==> src/rtl/cpc_ram_pkg.sv <==
// Shared types, constants and the window/block map for the CPC RAM banking controller.
// Latency: n/a (package only; ext_map is purely combinational).
// Backpressure: n/a.
package cpc_ram_pkg;

  // Port-write FSM state encoding. Plain constants keep the encoding fixed
  // for anything downstream that probes the state register.
  typedef logic [1:0] port_state_t;
  localparam port_state_t ST_IDLE     = 2'd0;
  localparam port_state_t ST_FILTER   = 2'd1;
  localparam port_state_t ST_WAIT_REL = 2'd2;

  // Banking modes as written to D[2:0] of the config port.
  localparam logic [2:0] MODE_0 = 3'd0;
  localparam logic [2:0] MODE_1 = 3'd1;
  localparam logic [2:0] MODE_2 = 3'd2;
  localparam logic [2:0] MODE_3 = 3'd3;
  localparam logic [2:0] MODE_4 = 3'd4;
  localparam logic [2:0] MODE_5 = 3'd5;
  localparam logic [2:0] MODE_6 = 3'd6;
  localparam logic [2:0] MODE_7 = 3'd7;

  // Width of the filter counter; large enough for FILTER_CYCLES up to 4.
  localparam int CNT_W = 3;

  // Window/block map. Returns {ext, blk[1:0]}: ext=1 means the expansion
  // owns the 16K window 'win' and blk is the 16K block inside the 64K page.
  function automatic logic [2:0] ext_map(input logic [2:0] mode,
                                         input logic [1:0] win);
    logic [2:0] r;
    r = 3'b000;
    case (mode)
      MODE_0: r = 3'b000;
      // Mode 3 only remaps window 3 here; window 1 is handled by the host,
      // so the expansion must stay off the bus for it.
      MODE_1, MODE_3: if (win == 2'd3) r = {1'b1, 2'd3};
      MODE_2:         r = {1'b1, win};
      // Modes 4..7 map window 1 onto block (mode-4), i.e. mode[1:0].
      MODE_4, MODE_5, MODE_6, MODE_7: if (win == 2'd1) r = {1'b1, mode[1:0]};
      default:        r = 3'b000;
    endcase
    return r;
  endfunction

endpackage

==> src/rtl/cpc_ram_port_fsm.sv <==
// Glitch-filtered detector for Z80 I/O writes to the RAM-config port (0x7Fxx/0x7Exx).
// Latency: commit asserts combinationally in the FILTER_CYCLES-th consecutive hit cycle.
// Backpressure: none; one commit per I/O cycle, further hits ignored until the strobe releases.
//
// Ports:
//   CLK, RESET_B   clock, synchronous active-low reset (FSM parks in WAIT_REL)
//   IOREQ_B, WR_B  Z80 I/O request and write strobe, active low
//   A15            CPU address bit 15 (must be 0 for a port hit)
//   d_hi           CPU data D[7:6] (must be 11 for a port hit)
//   commit         high in the cycle whose rising edge should latch the config
module cpc_ram_port_fsm
  import cpc_ram_pkg::*;
#(
  parameter int FILTER_CYCLES = 2
) (
  input  logic       CLK,
  input  logic       RESET_B,
  input  logic       IOREQ_B,
  input  logic       WR_B,
  input  logic       A15,
  input  logic [1:0] d_hi,
  output logic       commit
);

  localparam logic [CNT_W-1:0] FILT_N = CNT_W'(FILTER_CYCLES);
  localparam logic [CNT_W-1:0] ONE    = CNT_W'(1);

  port_state_t      state, state_nxt;
  logic [CNT_W-1:0] cnt, cnt_nxt;
  logic             hit;
  logic             strobe_rel;

  assign hit        = !IOREQ_B && !WR_B && !A15 && d_hi[1] && d_hi[0];
  assign strobe_rel = IOREQ_B || WR_B;

  always_comb begin
    state_nxt = state;
    cnt_nxt   = cnt;
    commit    = 1'b0;
    case (state)
      ST_IDLE: begin
        if (hit) begin
          if (ONE >= FILT_N) begin
            // Single-sample filter: commit on the very first hit.
            commit    = 1'b1;
            cnt_nxt   = '0;
            state_nxt = ST_WAIT_REL;
          end else begin
            cnt_nxt   = ONE;
            state_nxt = ST_FILTER;
          end
        end else begin
          cnt_nxt = '0;
        end
      end
      ST_FILTER: begin
        if (hit) begin
          if (cnt + ONE >= FILT_N) begin
            commit    = 1'b1;
            cnt_nxt   = '0;
            state_nxt = ST_WAIT_REL;
          end else begin
            cnt_nxt = cnt + ONE;
          end
        end else begin
          // Hit dropped before the filter filled: treat as a glitch.
          cnt_nxt   = '0;
          state_nxt = ST_IDLE;
        end
      end
      ST_WAIT_REL: begin
        // Only the strobes matter here, so data changes mid-cycle
        // (including D[7:6]) cannot retrigger a commit.
        cnt_nxt = '0;
        if (strobe_rel) state_nxt = ST_IDLE;
      end
      default: begin
        cnt_nxt   = '0;
        state_nxt = ST_WAIT_REL;
      end
    endcase
  end

  always_ff @(posedge CLK) begin
    if (!RESET_B) begin
      // Park in WAIT_REL so a strobe that straddles reset is never committed.
      state <= ST_WAIT_REL;
      cnt   <= '0;
    end else begin
      state <= state_nxt;
      cnt   <= cnt_nxt;
    end
  end

endmodule

==> src/rtl/cpc_ram_bank_ctrl.sv <==
// Banking controller for the 1MB CPC RAM expansion (two 512Kx8 SRAMs).
// Latency: config visible on outputs 1 cycle after the commit edge; address/CS decode is combinational.
// Backpressure: none; the Z80 bus is never stalled.
//
// Ports:
//   CLK, RESET_B     Z80 clock, synchronous active-low reset
//   A15, A14, A8     CPU address bits (A15:A14 select the 16K window, A8 the SRAM on port write)
//   D                CPU data bus (config byte on port write)
//   IOREQ_B, WR_B    Z80 I/O request and write strobe, active low
//   MREQ_B           Z80 memory request, active low
//   ramadr_hi        SRAM A18:A14 = {page, blk} while the expansion owns the window, else 0
//   ramcs0_b/1_b     per-SRAM chip selects, active low
//   RAMDIS           high while the expansion owns the current window
//   cfg_q            {chip_sel, 0, page, mode} readback
//   cfg_wr           one-cycle pulse, coincident with the new config appearing on cfg_q
module cpc_ram_bank_ctrl
  import cpc_ram_pkg::*;
#(
  parameter int FILTER_CYCLES = 2,
  parameter int PAGE_BITS     = 3
) (
  input  logic                 CLK,
  input  logic                 RESET_B,
  input  logic                 A15,
  input  logic                 A14,
  input  logic                 A8,
  input  logic [7:0]           D,
  input  logic                 IOREQ_B,
  input  logic                 WR_B,
  input  logic                 MREQ_B,
  output logic [PAGE_BITS+1:0] ramadr_hi,
  output logic                 ramcs0_b,
  output logic                 ramcs1_b,
  output logic                 RAMDIS,
  output logic [7:0]           cfg_q,
  output logic                 cfg_wr
);

  logic                 commit;
  logic [2:0]           mode;
  logic [PAGE_BITS-1:0] page;
  logic                 chip_sel;
  logic [2:0]           map;
  logic                 ext;
  logic [1:0]           blk;
  logic                 mem_sel;

  cpc_ram_port_fsm #(
    .FILTER_CYCLES (FILTER_CYCLES)
  ) u_port_fsm (
    .CLK     (CLK),
    .RESET_B (RESET_B),
    .IOREQ_B (IOREQ_B),
    .WR_B    (WR_B),
    .A15     (A15),
    .d_hi    (D[7:6]),
    .commit  (commit)
  );

  // Config registers sample the bus on the commit edge; cfg_wr is the
  // registered commit so it lines up with the new value on cfg_q.
  always_ff @(posedge CLK) begin
    if (!RESET_B) begin
      mode     <= MODE_0;
      page     <= '0;
      chip_sel <= 1'b0;
      cfg_wr   <= 1'b0;
    end else begin
      cfg_wr <= commit;
      if (commit) begin
        mode     <= D[2:0];
        page     <= D[3 +: PAGE_BITS];
        chip_sel <= A8;
      end
    end
  end

  // Window decode uses the registered config only, so a memory cycle that
  // overlaps a port write keeps the old mapping until the cycle after commit.
  assign map = ext_map(mode, {A15, A14});
  // Forced off while reset is held so the SRAMs are never selected before
  // the config registers have been cleared.
  assign ext = map[2] && RESET_B;
  assign blk = map[1:0];

  assign RAMDIS    = ext;
  assign ramadr_hi = ext ? {page, blk} : '0;

  assign mem_sel  = ext && !MREQ_B;
  assign ramcs0_b = !(mem_sel && !chip_sel);
  assign ramcs1_b = !(mem_sel &&  chip_sel);

  assign cfg_q = {chip_sel, 1'b0, 3'(page), mode};

endmodule

==> config.mk <==
export PLATFORM = sky130hd
export DESIGN_NAME = cpc_ram_bank_ctrl
export DESIGN_NICKNAME = d
export VERILOG_FILES = /design/src/rtl/cpc_ram_pkg.sv /design/src/rtl/cpc_ram_port_fsm.sv /design/src/rtl/cpc_ram_bank_ctrl.sv
export SDC_FILE = /design/constraint.sdc
export NUM_CORES = 1
export LEC_CHECK = 0
export CAP_MARGIN = 20
export CORE_MARGIN = 5
export CORE_UTILIZATION = 35
export DETAILED_ROUTE_END_ITERATION = 8
export PLACE_DENSITY = 0.71
export SETUP_SLACK_MARGIN = 0.2
export SLEW_MARGIN = 5
export SYNTH_ARGS = -nofsm -noshare
export SYNTH_HDL_FRONTEND = slang
export SYNTH_SLANG_ARGS = --single-unit
==> constraint.sdc <==
create_clock -name CLK -period 2.2 [get_ports CLK]
set_input_delay 0.33 -clock CLK [delete_from_list [all_inputs] [get_ports CLK]]
set_output_delay 0.33 -clock CLK [all_outputs]
set_load 0.02 [all_outputs]
# Word level (Yosys, flattened, before mapping)
# Cells that the tools add are included.
# Widths: inputs -> output; s select.
# totals
regBits	13
wordCells	59
input_bits	16
# op_classes
mux	16
order_cmp	1
reduce_logical	21
addsub	1
n_eq_ne	14
# op_table
operator	count
$eq 3x3->1 const B	4
$mux 3	4
$pmux 3 s4	1
$logic_and 1x1->1	8
$mux 2	4
$logic_not 1->1	7
$eq 3x2->1 const B	2
$pmux 2 s3	1
$pmux 3 s2	1
$mux 5	1
$eq 2x1->1 const B	2
$eq 2x2->1 const B	2
$mux 1	4
$ne 2x1->1 const B	2
$reduce_or 4->1	1
$add 3x1->3 const B	1
$eq 3x1->1 const B	1
$ge 3x2->1 const B	1
$logic_not 3->1	1
$ne 3x3->1 const B	1
$reduce_and 3->1	1
$logic_not 2->1	1
$reduce_or 2->1	1
$logic_or 1x1->1	1

# Longest topological paths before layout
# Gate-level depths: netlist of the first run.
# depth
depth_word	7
depth_mapped	6
mapped_depth_nobuf	6

# By module
# Synthesis of the first run repeated with hierarchy kept, for this count alone.
# hier_totals
hier_cells	69
area_unflattened_um2	665.6
# modules_own_cells
mod	area_each_um2	cells_per_inst	n_inst
cpc_ram_bank_ctrl	435.4	47	1
cpc_ram_port_fsm	230.2	22	1

# Worst setup path before layout of the first run
# Ideal clock, no wire load.
# synth_path
path_type	reg-to-output
startpoint	reg mode[1]
endpoint	out ramadr_hi[2]
stages_incl_launch_ff	6
required_ns	1.870
setup_slack_ns	0.383
t_arrival_ns	1.487
path_buffers	1
cell_sequence	dfxtp_1 > nor2b_1 > a211o_1 > and3_1 > clkbuf_1 > and2_1
# synth_between
elab_chain_len	5
elab_cells_between_ends	13
# synth_rtl
item	line	source
from (decl)	cpc_ram_bank_ctrl.sv:40	logic [2:0] mode;
from (signal assigned)	cpc_ram_bank_ctrl.sv:71	mode <= D[2:0];
$eq 3x3->1, or another cell as far along	cpc_ram_pkg.sv:32	case (mode)
$reduce_or 4->1 / $reduce_or 2->1 (equally long branches)	cpc_ram_pkg.sv:32	
$pmux 3 s4 (*)	cpc_ram_pkg.sv:32	
$logic_and 1x1->1 (*)	cpc_ram_bank_ctrl.sv:83	assign ext = map[2] && RESET_B;
net RAMDIS	cpc_ram_bank_ctrl.sv:34	output logic RAMDIS,
$mux 5 (*)	cpc_ram_bank_ctrl.sv:87	assign ramadr_hi = ext ? {page, blk} : '0;
to (decl)	cpc_ram_bank_ctrl.sv:31	output logic [PAGE_BITS+1:0] ramadr_hi,
# Mark *: on every way through the listed nets, which the timed path passes. The rest lies on a longest branch.

# Worst setup path in the final report of the first run
# layout_path
startpoint	in A15
endpoint	out ramadr_hi[2]
# layout_between
elab_chain_len	5
elab_cells_between_ends	7
# layout_rtl
item	line	source
from (decl)	cpc_ram_bank_ctrl.sv:24	input logic A15,
$eq 2x1->1 / $eq 2x2->1 (equally long branches)	cpc_ram_pkg.sv:39, cpc_ram_pkg.sv:36	
$mux 3 (on tied branches)	cpc_ram_pkg.sv:39, cpc_ram_pkg.sv:36	
$pmux 3 s4 (*)	cpc_ram_pkg.sv:32	
$logic_and 1x1->1 (*)	cpc_ram_bank_ctrl.sv:83	
$mux 5 (*)	cpc_ram_bank_ctrl.sv:87	
# Every way passes the cells marked *; elsewhere a longest branch is shown, timed or not.

==> run_results.csv, run 1 <==
group,metric,value,unit
clock_network,cts_max_level,1,
grt,grt_pass1_wl,2440,um
cells_and_area,drive_gt1_share,17.0,%
sta,period_minus_slack,1.92,ns
clock_network,cts-root-buf,"clkbuf_4",
yosys,synth_cells,76,
run,drv_cap,0,
worst_setup_path,timing.rr.start,"u_port_fsm.cnt[0]",
die,rows,16,
power_and_ir_drop,p_seq_share,54.9,%
cells_and_area,finalNonFillerCells,139,
worst_setup_path,cp_cell_sequence,"clkdlybuf4s50_1, a211o_1, and3_4, and2_1, buf_2",
sta,rsz0062_at_grt,"true",
worst_hold_path,hp-class,"flip-flop to flip-flop",
power_and_ir_drop,comb_power_share,11.7,%
detailed_routing,drt-initial-drc-count,5,
worst_hold_path,hold_start,"page[2]",
worst_setup_path,max_stage_delay,0.48,ns
cells_and_area,multi_input_area,382,um^2
worst_setup_path,arrival,1.59,ns
detailed_routing,ant_nets,0,
worst_setup_path,ff2ff_path_depth,5,
power_and_ir_drop,total_power,0.439,mW
cells_and_area,layout_common_cells,"22 x clkdlybuf4s50_1, 16 x nand2_1, 13 x dfxtp_1, 7 x mux2i_1",
die,start_util,35.6,%
detailed_routing,wirelength,1550,um
yosys,ys_seq_elements,13,
yosys,yosysSeqAreaShare,38.4,%
worst_setup_path,start_kind,"primary input",
clock_network,clock_path_buffers,2,
grt,antenna_found_initial,0,
sta,finalSetupViolCount,0,
sta,final.setup_skew,0.00499,ns
worst_setup_path,worstSetupEndpointType,"output port",
grt,grt.total_usage,11.4,%
placement,dp_hpwl,1220,um
yosys,synth_area_per_cell,8.91,um^2
clock_network,cts.clk_slew.worst_paths,0.07,ns
detailed_routing,vias,627,
yosys,synthDistinctLibCells,28,
power_and_ir_drop,vdd_drop_max,0.259,mV
grt,overflow,0,
cells_and_area,nNetsFinal,131,
clock_network,clkSinkCount,13,
cells_and_area,area_growth,50.5,%
worst_setup_path,path_delay_family,"buffers and inverters",
die,num_io_pins,33,
detailed_routing,drcViolationCount,0,
sta,period_share,87.2,%
yosys,yosys_warnings,0,
placement,portBuffers,31,
sta,slew_violations,0,
worst_setup_path,timing.critical_path.from,"A15",
power_and_ir_drop,p_int,0.342,mW
cells_and_area,n_antenna_cell,0,
cells_and_area,fillerInstances,191,
yosys,synth_top_cell_by_area,"dfxtp_1",
die,die-area,2910,um^2
yosys,synth_area,677,um^2
detailed_routing,vias_per_cell,4.51,
die,core-area,1900,um^2
worst_hold_path,hold_path_depth,2,
detailed_routing,dr.pass1.iters,4,
worst_setup_path,crit_type,"primary input to output port",
grt,grt_pass1_vias,618,
sta,fmax,0.521,GHz
worst_setup_path,required,1.87,ns
status,status,"complete, no violations",
power_and_ir_drop,clkPwrFrac,33.3,%
die,die_height,54.0,um
cells_and_area,final_common_cell,"clkdlybuf4s50_1",
clock_network,cts_tree,"yes",
power_and_ir_drop,p_per_area,431,nW/um^2
worst_setup_path,slowest_stage,"clkdlybuf4s50_1",
placement,dp.cells,135,
detailed_routing,wl_per_cell,11.2,um
cells_and_area,layout.area.seq,260,um^2
worst_setup_path,crit_buf_inv,2,
yosys,synth_top_cell_area_share,38.4,%
clock_network,cts-buffers-inserted,3,
worst_setup_path,crit_fanout,6,
sta,hold_viol_final,0,
power_and_ir_drop,switching_share,22.2,%
power_and_ir_drop,p_leak,0.425,nW
placement,place.gp.congestion,0.768,
clock_network,insertion_delay,0.27,ns
die,die_w,54.0,um
yosys,synthTopCellsByArea,"dfxtp_1 38%, mux2i_1 10%, nand2_1 8.9%, and2_1 4.6%, ha_1 3.7%",
grt,grt_max_degree,17,
worst_setup_path,path_depth,5,
power_and_ir_drop,net-switching-power,0.0974,mW
-- cell type report --
type                            instances  area share, %
Inverter                                2          0.737
Clock buffer                            4           2.58
Multi-Input combinational cell         58           37.5
Timing Repair Buffer                   35           30.3
Sequential cell                        13           25.6
Tap cell                               27           3.32
-- cells in the mapped netlist --
cell type / n
dfxtp_1: 13
a211o_1: 1
or2b_2: 1
nand4b_1: 2
o31ai_1: 1
nor2_1: 3
o21ai_0: 4
a21oi_1: 1
o211ai_1: 1
nor2b_1: 2
or3b_1: 1
nand2_1: 16
and2_1: 5
buf_4: 2
inv_1: 2
conb_1: 1
dlymetal6s2s_1: 1
clkbuf_1: 1
buf_6: 1
xor2_1: 1
nor3_4: 1
nor2b_2: 1
ha_1: 2
mux2i_1: 7
nand3b_1: 1
o21ai_2: 1
and3_1: 2
o22ai_1: 1
-- per-stage QoR --
stage | utilization (%) | area [um^2] | setup TNS (ns) | setup slack, ns | hold slack [ns]
finish | 53.6 | 1020 | 0 | 0.281 | 0.473
global placement | 53.4 | 1020 | -1.48 | -0.267 | 0.454
global route | 53.6 | 1020 | 0 | 0.199 | 0.506
detailed placement | 53.4 | 1020 | -1.71 | -0.300 | 0.465
CTS | 54.2 | 1030 | 0 | 0.205 | 0.476
floorplan | - | 684 | 0 | 0.383 | 0.462
-- final timing paths --
path,slack [ns],endpoint
hold reg to reg,0.47,page[2]
setup reg to reg,0.51,chip_sel
setup / recovery,0.28,ramadr_hi[2]
hold / removal,0.47,page[2]
-- state kept, by name, indices dropped and copies added (netlist names) --
signal / cells
cfg_wr: 1
chip_sel: 1
mode: 3
page: 3
u_port_fsm.cnt: 3
u_port_fsm.state: 2
-- cells by family after synthesis --
group,Yosys count,share of synthesized area [%]
XOR/XNOR,1,1.29
buffers and inverters,7,7.39
flip-flops,13,38.4
AND/OR/NAND/NOR,35,28.8
adder cells (fa/ha/maj),2,3.70
other,1,0.554
multiplexers,7,10.4
AO/OA/AOI/OAI,10,9.43
-- routing by layer --
| metal | global-route usage (%) | part of all wire, % | vias to the layer above |
|---|---|---|---|
| met5 | 0 | 0 | - |
| met4 | 4.98 | 0 | 0 |
| met3 | 3.05 | 8.7 | 0 |
| met2 | 20.2 | 46 | 25 |
| met1 | 12.6 | 45 | 281 |
| li1 | - | - | 321 |
-- power by group through the flow --
stage / logic (mW) / clock network (mW) / registers [mW]
5_1_grt: 0.0566 / 0.161 / 0.242
4_1_cts: 0.0516 / 0.155 / 0.241
6_report: 0.0515 / 0.146 / 0.241
3_3_place_gp: 0.0510 / 0 / 0.246
2_1_floorplan: 0.0198 / 0 / 0.246
3_5_place_dp: 0.0516 / 0 / 0.247
-- worst register-to-register path, stage by stage, from the launching register on --
cell	delay, ns
dfxtp_1	0.34
ha_1	0.21
xor2_1	0.25
o21ai_2	0.13
nor3_4	0.45
mux2i_1	0.23
-- what timing repair did --
action,CTS,global route
endpoints found under the hold margin,0,0
endpoints found under the setup margin,8,5
buffers inserted,0,0
hold buffers,0,0
resized for setup,24,5
No activity file was read; power rests on OpenSTA's default activity.
==> run 2: changes to the inputs <==
Settings changed: SLEW_MARGIN 5 to unset.
==> results of run 2 <==
Same layout as run 1: the final DEF is identical, and so are final timing and power.
